$ cat config.mk
export PLATFORM = sky130hd
export DESIGN_NAME = fetch_stage
export DESIGN_NICKNAME = d
export VERILOG_FILES = /design/src/rtl/fetch_pkg.sv /design/src/rtl/ifid_register.sv /design/src/rtl/fetch_stage.sv
export SDC_FILE = /design/constraint.sdc
export NUM_CORES = 1
export LEC_CHECK = 0
export CAP_MARGIN = 20
export CORE_MARGIN = 2
export CORE_UTILIZATION = 41
export DETAILED_ROUTE_END_ITERATION = 6
export DONT_BUFFER_PORTS = 1
export GPL_TIMING_DRIVEN = 1
export SETUP_SLACK_MARGIN = 0.5
export SKIP_CTS_REPAIR_TIMING = 1
export SYNTH_ARGS = -nofsm -noshare
export SYNTH_HDL_FRONTEND = slang
export SYNTH_HIERARCHICAL = 1
export SYNTH_SLANG_ARGS = --single-unit
$ cat constraint.sdc
create_clock -name clk -period 4.55 [get_ports clk]
set_input_delay 1.1375 -clock clk [delete_from_list [all_inputs] [get_ports clk]]
set_output_delay 1.1375 -clock clk [all_outputs]
set_load 0.03 [all_outputs]
$ cat src/rtl/fetch_pkg.sv
// rtl/fetch_pkg.sv - shared types and constants for the instruction fetch stage
package fetch_pkg;

    typedef enum logic [1:0] {
        ST_REQ   = 2'd0,
        ST_WAIT  = 2'd1,
        ST_HOLD  = 2'd2,
        ST_DRAIN = 2'd3
    } fetch_state_e;

    localparam int PC_STEP_DEFAULT = 4;

    localparam logic IFID_VALID_RST     = 1'b0;
    localparam logic IFID_FIELD_RST_BIT = 1'b0;

endpackage

$ cat src/rtl/ifid_register.sv
// rtl/ifid_register.sv - IF/ID pipeline register with flush, hold and load
module ifid_register
    import fetch_pkg::*;
#(
    parameter int ADDR_WIDTH = 32,
    parameter int DATA_WIDTH = 32
) (
    input  logic                  clk,
    input  logic                  rst,
    input  logic                  flush,
    input  logic                  hold,
    input  logic                  load,
    input  logic [DATA_WIDTH-1:0] load_instr,
    input  logic [ADDR_WIDTH-1:0] load_pc,
    input  logic [ADDR_WIDTH-1:0] load_pc_plus,
    output logic                  valid,
    output logic [DATA_WIDTH-1:0] instr,
    output logic [ADDR_WIDTH-1:0] pc,
    output logic [ADDR_WIDTH-1:0] pc_plus
);

    logic                  valid_q, valid_d;
    logic [DATA_WIDTH-1:0] instr_q, instr_d;
    logic [ADDR_WIDTH-1:0] pc_q, pc_d;
    logic [ADDR_WIDTH-1:0] pc_plus_q, pc_plus_d;

    // Flush clears only the valid bit; the payload fields keep their old contents.
    always_comb begin
        valid_d   = valid_q;
        instr_d   = instr_q;
        pc_d      = pc_q;
        pc_plus_d = pc_plus_q;
        if (flush) begin
            valid_d = 1'b0;
        end else if (!hold) begin
            if (load) begin
                valid_d   = 1'b1;
                instr_d   = load_instr;
                pc_d      = load_pc;
                pc_plus_d = load_pc_plus;
            end else begin
                valid_d = 1'b0;
            end
        end
    end

    always_ff @(posedge clk or posedge rst) begin
        if (rst) begin
            valid_q   <= IFID_VALID_RST;
            instr_q   <= {DATA_WIDTH{IFID_FIELD_RST_BIT}};
            pc_q      <= {ADDR_WIDTH{IFID_FIELD_RST_BIT}};
            pc_plus_q <= {ADDR_WIDTH{IFID_FIELD_RST_BIT}};
        end else begin
            valid_q   <= valid_d;
            instr_q   <= instr_d;
            pc_q      <= pc_d;
            pc_plus_q <= pc_plus_d;
        end
    end

    assign valid   = valid_q;
    assign instr   = instr_q;
    assign pc      = pc_q;
    assign pc_plus = pc_plus_q;

endmodule

$ cat src/rtl/fetch_stage.sv
// rtl/fetch_stage.sv - instruction fetch FSM, hold buffer and next-PC selection
module fetch_stage
    import fetch_pkg::*;
#(
    parameter int ADDR_WIDTH = 32,
    parameter int DATA_WIDTH = 32,
    parameter int PC_STEP    = PC_STEP_DEFAULT
) (
    input  logic                  clk,
    input  logic                  rst,
    input  logic [ADDR_WIDTH-1:0] pcValue,
    output logic                  pcEn,
    output logic [ADDR_WIDTH-1:0] pcNext,
    output logic                  imemReqValid,
    input  logic                  imemReqReady,
    output logic [ADDR_WIDTH-1:0] imemReqAddr,
    input  logic                  imemRespValid,
    input  logic [DATA_WIDTH-1:0] imemRespData,
    input  logic                  stall,
    input  logic                  redirectValid,
    input  logic [ADDR_WIDTH-1:0] redirectTarget,
    output logic                  ifidValid,
    output logic [DATA_WIDTH-1:0] ifidInstr,
    output logic [ADDR_WIDTH-1:0] ifidPc,
    output logic [ADDR_WIDTH-1:0] ifidPcPlus4
);

    fetch_state_e          state_q, state_d;
    logic [ADDR_WIDTH-1:0] req_pc_q, req_pc_d;
    logic [DATA_WIDTH-1:0] hold_instr_q, hold_instr_d;

    logic                  req_valid;
    logic                  deliver;
    logic [DATA_WIDTH-1:0] deliver_instr;
    logic [ADDR_WIDTH-1:0] req_pc_plus;

    assign req_pc_plus = req_pc_q + ADDR_WIDTH'(PC_STEP);

    always_comb begin
        state_d       = state_q;
        req_pc_d      = req_pc_q;
        hold_instr_d  = hold_instr_q;
        req_valid     = 1'b0;
        deliver       = 1'b0;
        deliver_instr = imemRespData;

        case (state_q)
            ST_REQ: begin
                req_valid = 1'b1;
                if (imemReqReady) begin
                    req_pc_d = pcValue;
                    state_d  = ST_WAIT;
                end
            end
            ST_WAIT: begin
                if (imemRespValid) begin
                    if (!stall) begin
                        deliver = 1'b1;
                        state_d = ST_REQ;
                    end else begin
                        hold_instr_d = imemRespData;
                        state_d      = ST_HOLD;
                    end
                end
            end
            ST_HOLD: begin
                if (!stall) begin
                    deliver       = 1'b1;
                    deliver_instr = hold_instr_q;
                    state_d       = ST_REQ;
                end
            end
            ST_DRAIN: begin
                if (imemRespValid) begin
                    state_d = ST_REQ;
                end
            end
            default: state_d = ST_REQ;
        endcase

        // A redirect kills any delivery; an in-flight request must be drained first.
        if (redirectValid) begin
            deliver      = 1'b0;
            hold_instr_d = hold_instr_q;
            case (state_q)
                ST_REQ:   state_d = imemReqReady ? ST_DRAIN : ST_REQ;
                ST_WAIT:  state_d = imemRespValid ? ST_REQ : ST_DRAIN;
                ST_HOLD:  state_d = ST_REQ;
                ST_DRAIN: state_d = imemRespValid ? ST_REQ : ST_DRAIN;
                default:  state_d = ST_REQ;
            endcase
        end
    end

    always_ff @(posedge clk or posedge rst) begin
        if (rst) begin
            state_q      <= ST_REQ;
            req_pc_q     <= '0;
            hold_instr_q <= '0;
        end else begin
            state_q      <= state_d;
            req_pc_q     <= req_pc_d;
            hold_instr_q <= hold_instr_d;
        end
    end

    always_comb begin
        pcEn         = 1'b0;
        pcNext       = '0;
        imemReqValid = 1'b0;
        imemReqAddr  = '0;
        if (!rst) begin
            imemReqValid = req_valid;
            imemReqAddr  = pcValue;
            if (redirectValid) begin
                pcEn   = 1'b1;
                pcNext = redirectTarget;
            end else if (deliver) begin
                pcEn   = 1'b1;
                pcNext = req_pc_plus;
            end
        end
    end

    ifid_register #(
        .ADDR_WIDTH (ADDR_WIDTH),
        .DATA_WIDTH (DATA_WIDTH)
    ) u_ifid (
        .clk          (clk),
        .rst          (rst),
        .flush        (redirectValid),
        .hold         (stall),
        .load         (deliver),
        .load_instr   (deliver_instr),
        .load_pc      (req_pc_q),
        .load_pc_plus (req_pc_plus),
        .valid        (ifidValid),
        .instr        (ifidInstr),
        .pc           (ifidPc),
        .pc_plus      (ifidPcPlus4)
    );

endmodule

==> metrics.yaml <==
antenna_found_initial: 0
drt-initial-drc-count: 152
synth.most_common_cell: "dfrtp_1"
max_freq_ghz: 0.263
fin_crit_ns: 3.80
power_switching_uw: 2600
dieArea_um2: 20500
syn-num-nets: 700
cts_root_buf: "clkbuf_16"
insertion_delay_ns: 0.43
slew_violations: 0
io_buffers: 0
max_slew_margin: 0.413
ant_nets: 0
synth_commonest_cells: "163 x dfrtp_1, 147 x mux2_2, 45 x mux2_1"
critPathLaunchType: "register"
pwr-share-comb: 0.228
cp_num_buf_inv: 1
fin_setup_tns_ns: 0
hp-class: "reg -> reg"
dp_hpwl_um: 13800
antenna_cells: 0
switching_share: 0.407
final-hold-violation-count: 0
total_power_uw: 6400
nNetsFinal: 701
yosysWarnings: 6
synth_top_area_cell: "dfrtp_1"
gr-total-overflow: 0
crit_fanout: 8
vias: 4795
critPathLaunch: "state_q[1]$_DFFE_PP0P_"
vdd_drop_max_mv: 0.313
dpl_cell_area_um2: 8180
status: "complete, no violations"
viasPerCell: 5.54
seq_area_frac_synth: 0.514
path_cells: "inv_1 > ha_1 > a21oi_1 > or3b_1 > o2bb2a_1 > nor2_1"
finClkSkew_ns: 0.0167
first_pass_iters: 4
synth_ff_type: "dfrtp_1"
cp_slowest_stage_delay_ns: 0.56
wl_um: 20000
gp_congestion: 0.794
die_x_um: 143
avgSynthCellArea_um2: 13.4
syn_inst: 592
synth_area_leaders: "dfrtp_1 51%, mux2_2 21%, mux2_1 6.4%"
finalCritPeriodShare: 0.836
drc_errors: 0
design_area_um2: 8890
initial_utilization: 0.422
yosys_register_bits: 163
crit_slowest_cell: "or3b_1"
holdCritStartpoint: "hold_instr_q[14]$_DFFE_PP0P_"
cts_made_buffers: 17
drive_above_1_share: 0.370
die_y_um: 143
power.density_nw_per_um2: 720
grt_max_degree: 68
p_leak_uw: 0.00398
setup_violations: 0
cts.clk_slew.worst_paths_ns: 0.07
io_pins: 265
cp.arrival_ns: 2.66
num_rows: 50
core_um2: 18800
clockBufferDepth: 2
grt_usage: 0.193
seqPwrFrac: 0.526
intPower_uw: 3800
synth_edf_count: 0
tritoncts: "built"
worstMarginPinSlew_ns: 0.880
criticalPathCategory: "reg -> out"
wl_per_cell_um: 23.2
synth_top_area_share: 0.514
syn_area_um2: 7940
async_flop_share: 1.00
area_growth_pct: 12.0
crit_path_end_kind: "primary output"
rsz0062_at_grt: "false"
htreeDepth: 4
yosysUniqueCellTypes: 46
grt_pass1_wl_um: 29900
clock-sinks: 163
worstPathRequired_ns: 3.41
maxCapViolCount: 0
first_global_vias: 5056
clkPwrFrac: 0.246
reg2reg_from: "state_q[1]$_DFFE_PP0P_"
hold_ws_ns: 0.501
crit_family: "simple AND/OR/NAND/NOR gates"
## cell usage in the layout, fill, tap and decap left out, types with 7 or more instances in the layout
master,instances
inv_6,7
a32o_1,15
xor2_1,15
nand3_1,9
inv_1,8
buf_4,14
nor2_1,17
a32o_2,7
dfrtp_1,163
mux2_2,147
nor2b_1,33
clkbuf_16,17
mux2_1,45
nand2_1,16
xnor2_1,11
## power groups by stage
stage	logic, µW	registers, µW	clock network, µW
4_1_cts	1450	3380	1630
3_3_place_gp	1390	3370	0
3_5_place_dp	1450	3400	0
6_report	1460	3370	1570
2_1_floorplan	1210	3180	0
5_1_grt	1600	3480	1690
## sequential cells by signal (all words and copies together) (netlist names)
name	count
state_q	2
u_ifid/instr	32
hold_instr_q	32
u_ifid/pc	32
req_pc_q	32
u_ifid/pc_plus	32
u_ifid/valid	1
## worst register-to-register path, cell delays in order (launching register included)
cell and delay [ns]:
dfrtp_1 0.41, inv_1 0.15, ha_1 0.25, a21oi_1 0.08, or3b_1 0.56, nor2_4 0.19, buf_12 0.16, buf_4 0.14
nor3b_4 0.24, buf_4 0.54, mux2_2 0.44
## kinds of logic after synthesis
kind of cell    synth area share
flops                      0.514
compound gates            0.0421
mux                        0.275
buf+inv                   0.0314
fa+ha+maj                0.00946
simple gates              0.0955
xor+xnor                  0.0328
## routing by layer
| metal | vias up | part of all wire | track usage |
|---|---|---|---|
| li1 | 2132 | - | - |
| met1 | 2462 | 0.41 | 0.239 |
| met2 | 184 | 0.49 | 0.315 |
| met3 | 17 | 0.079 | 0.0657 |
| met4 | 0 | 0.014 | 0.0657 |
| met5 | - | 0 | 0 |
## worst paths after layout
kind / to / slack [ns] / cells after the start
worst min-delay path: hold_instr_q[14]$_DFFE_PP0P_ / 0.50 / 1
min in group asynchronous: req_pc_q[27]$_DFFE_PP0P_ / 0.67 / 1
worst min register to register: hold_instr_q[14]$_DFFE_PP0P_ / 0.50 / 1
max in group asynchronous: u_ifid/instr[9]$_DFFE_PP0P_ / 2.77 / 2
worst max-delay path: pcNext[4] / 0.75 / 6
worst max register to register: u_ifid/pc_plus[26]$_DFFE_PP0P_ / 1.29 / 10
## layout make-up
class                   count  area, µm²
repair buffers             17        165
well taps                 260        325
clock inverters            15        216
flip-flops and latches    163       4080
multi-input cells         384       3640
inverters                  10       42.5
fillers                  1677       9940
clock buffers              17        425
## metrics by stage
| step | cells | util | setup slack (ns) |
|---|---|---|---|
| detailed placement | 829 | 0.434 | 0.582 |
| global placement | 829 | 0.434 | 0.641 |
| global route | 866 | 0.472 | 0.514 |
| CTS | 861 | 0.468 | 0.442 |
| finish | 866 | 0.472 | 0.748 |
| floorplan | 592 | - | 0.809 |
Power figures use the tool's default switching activity.
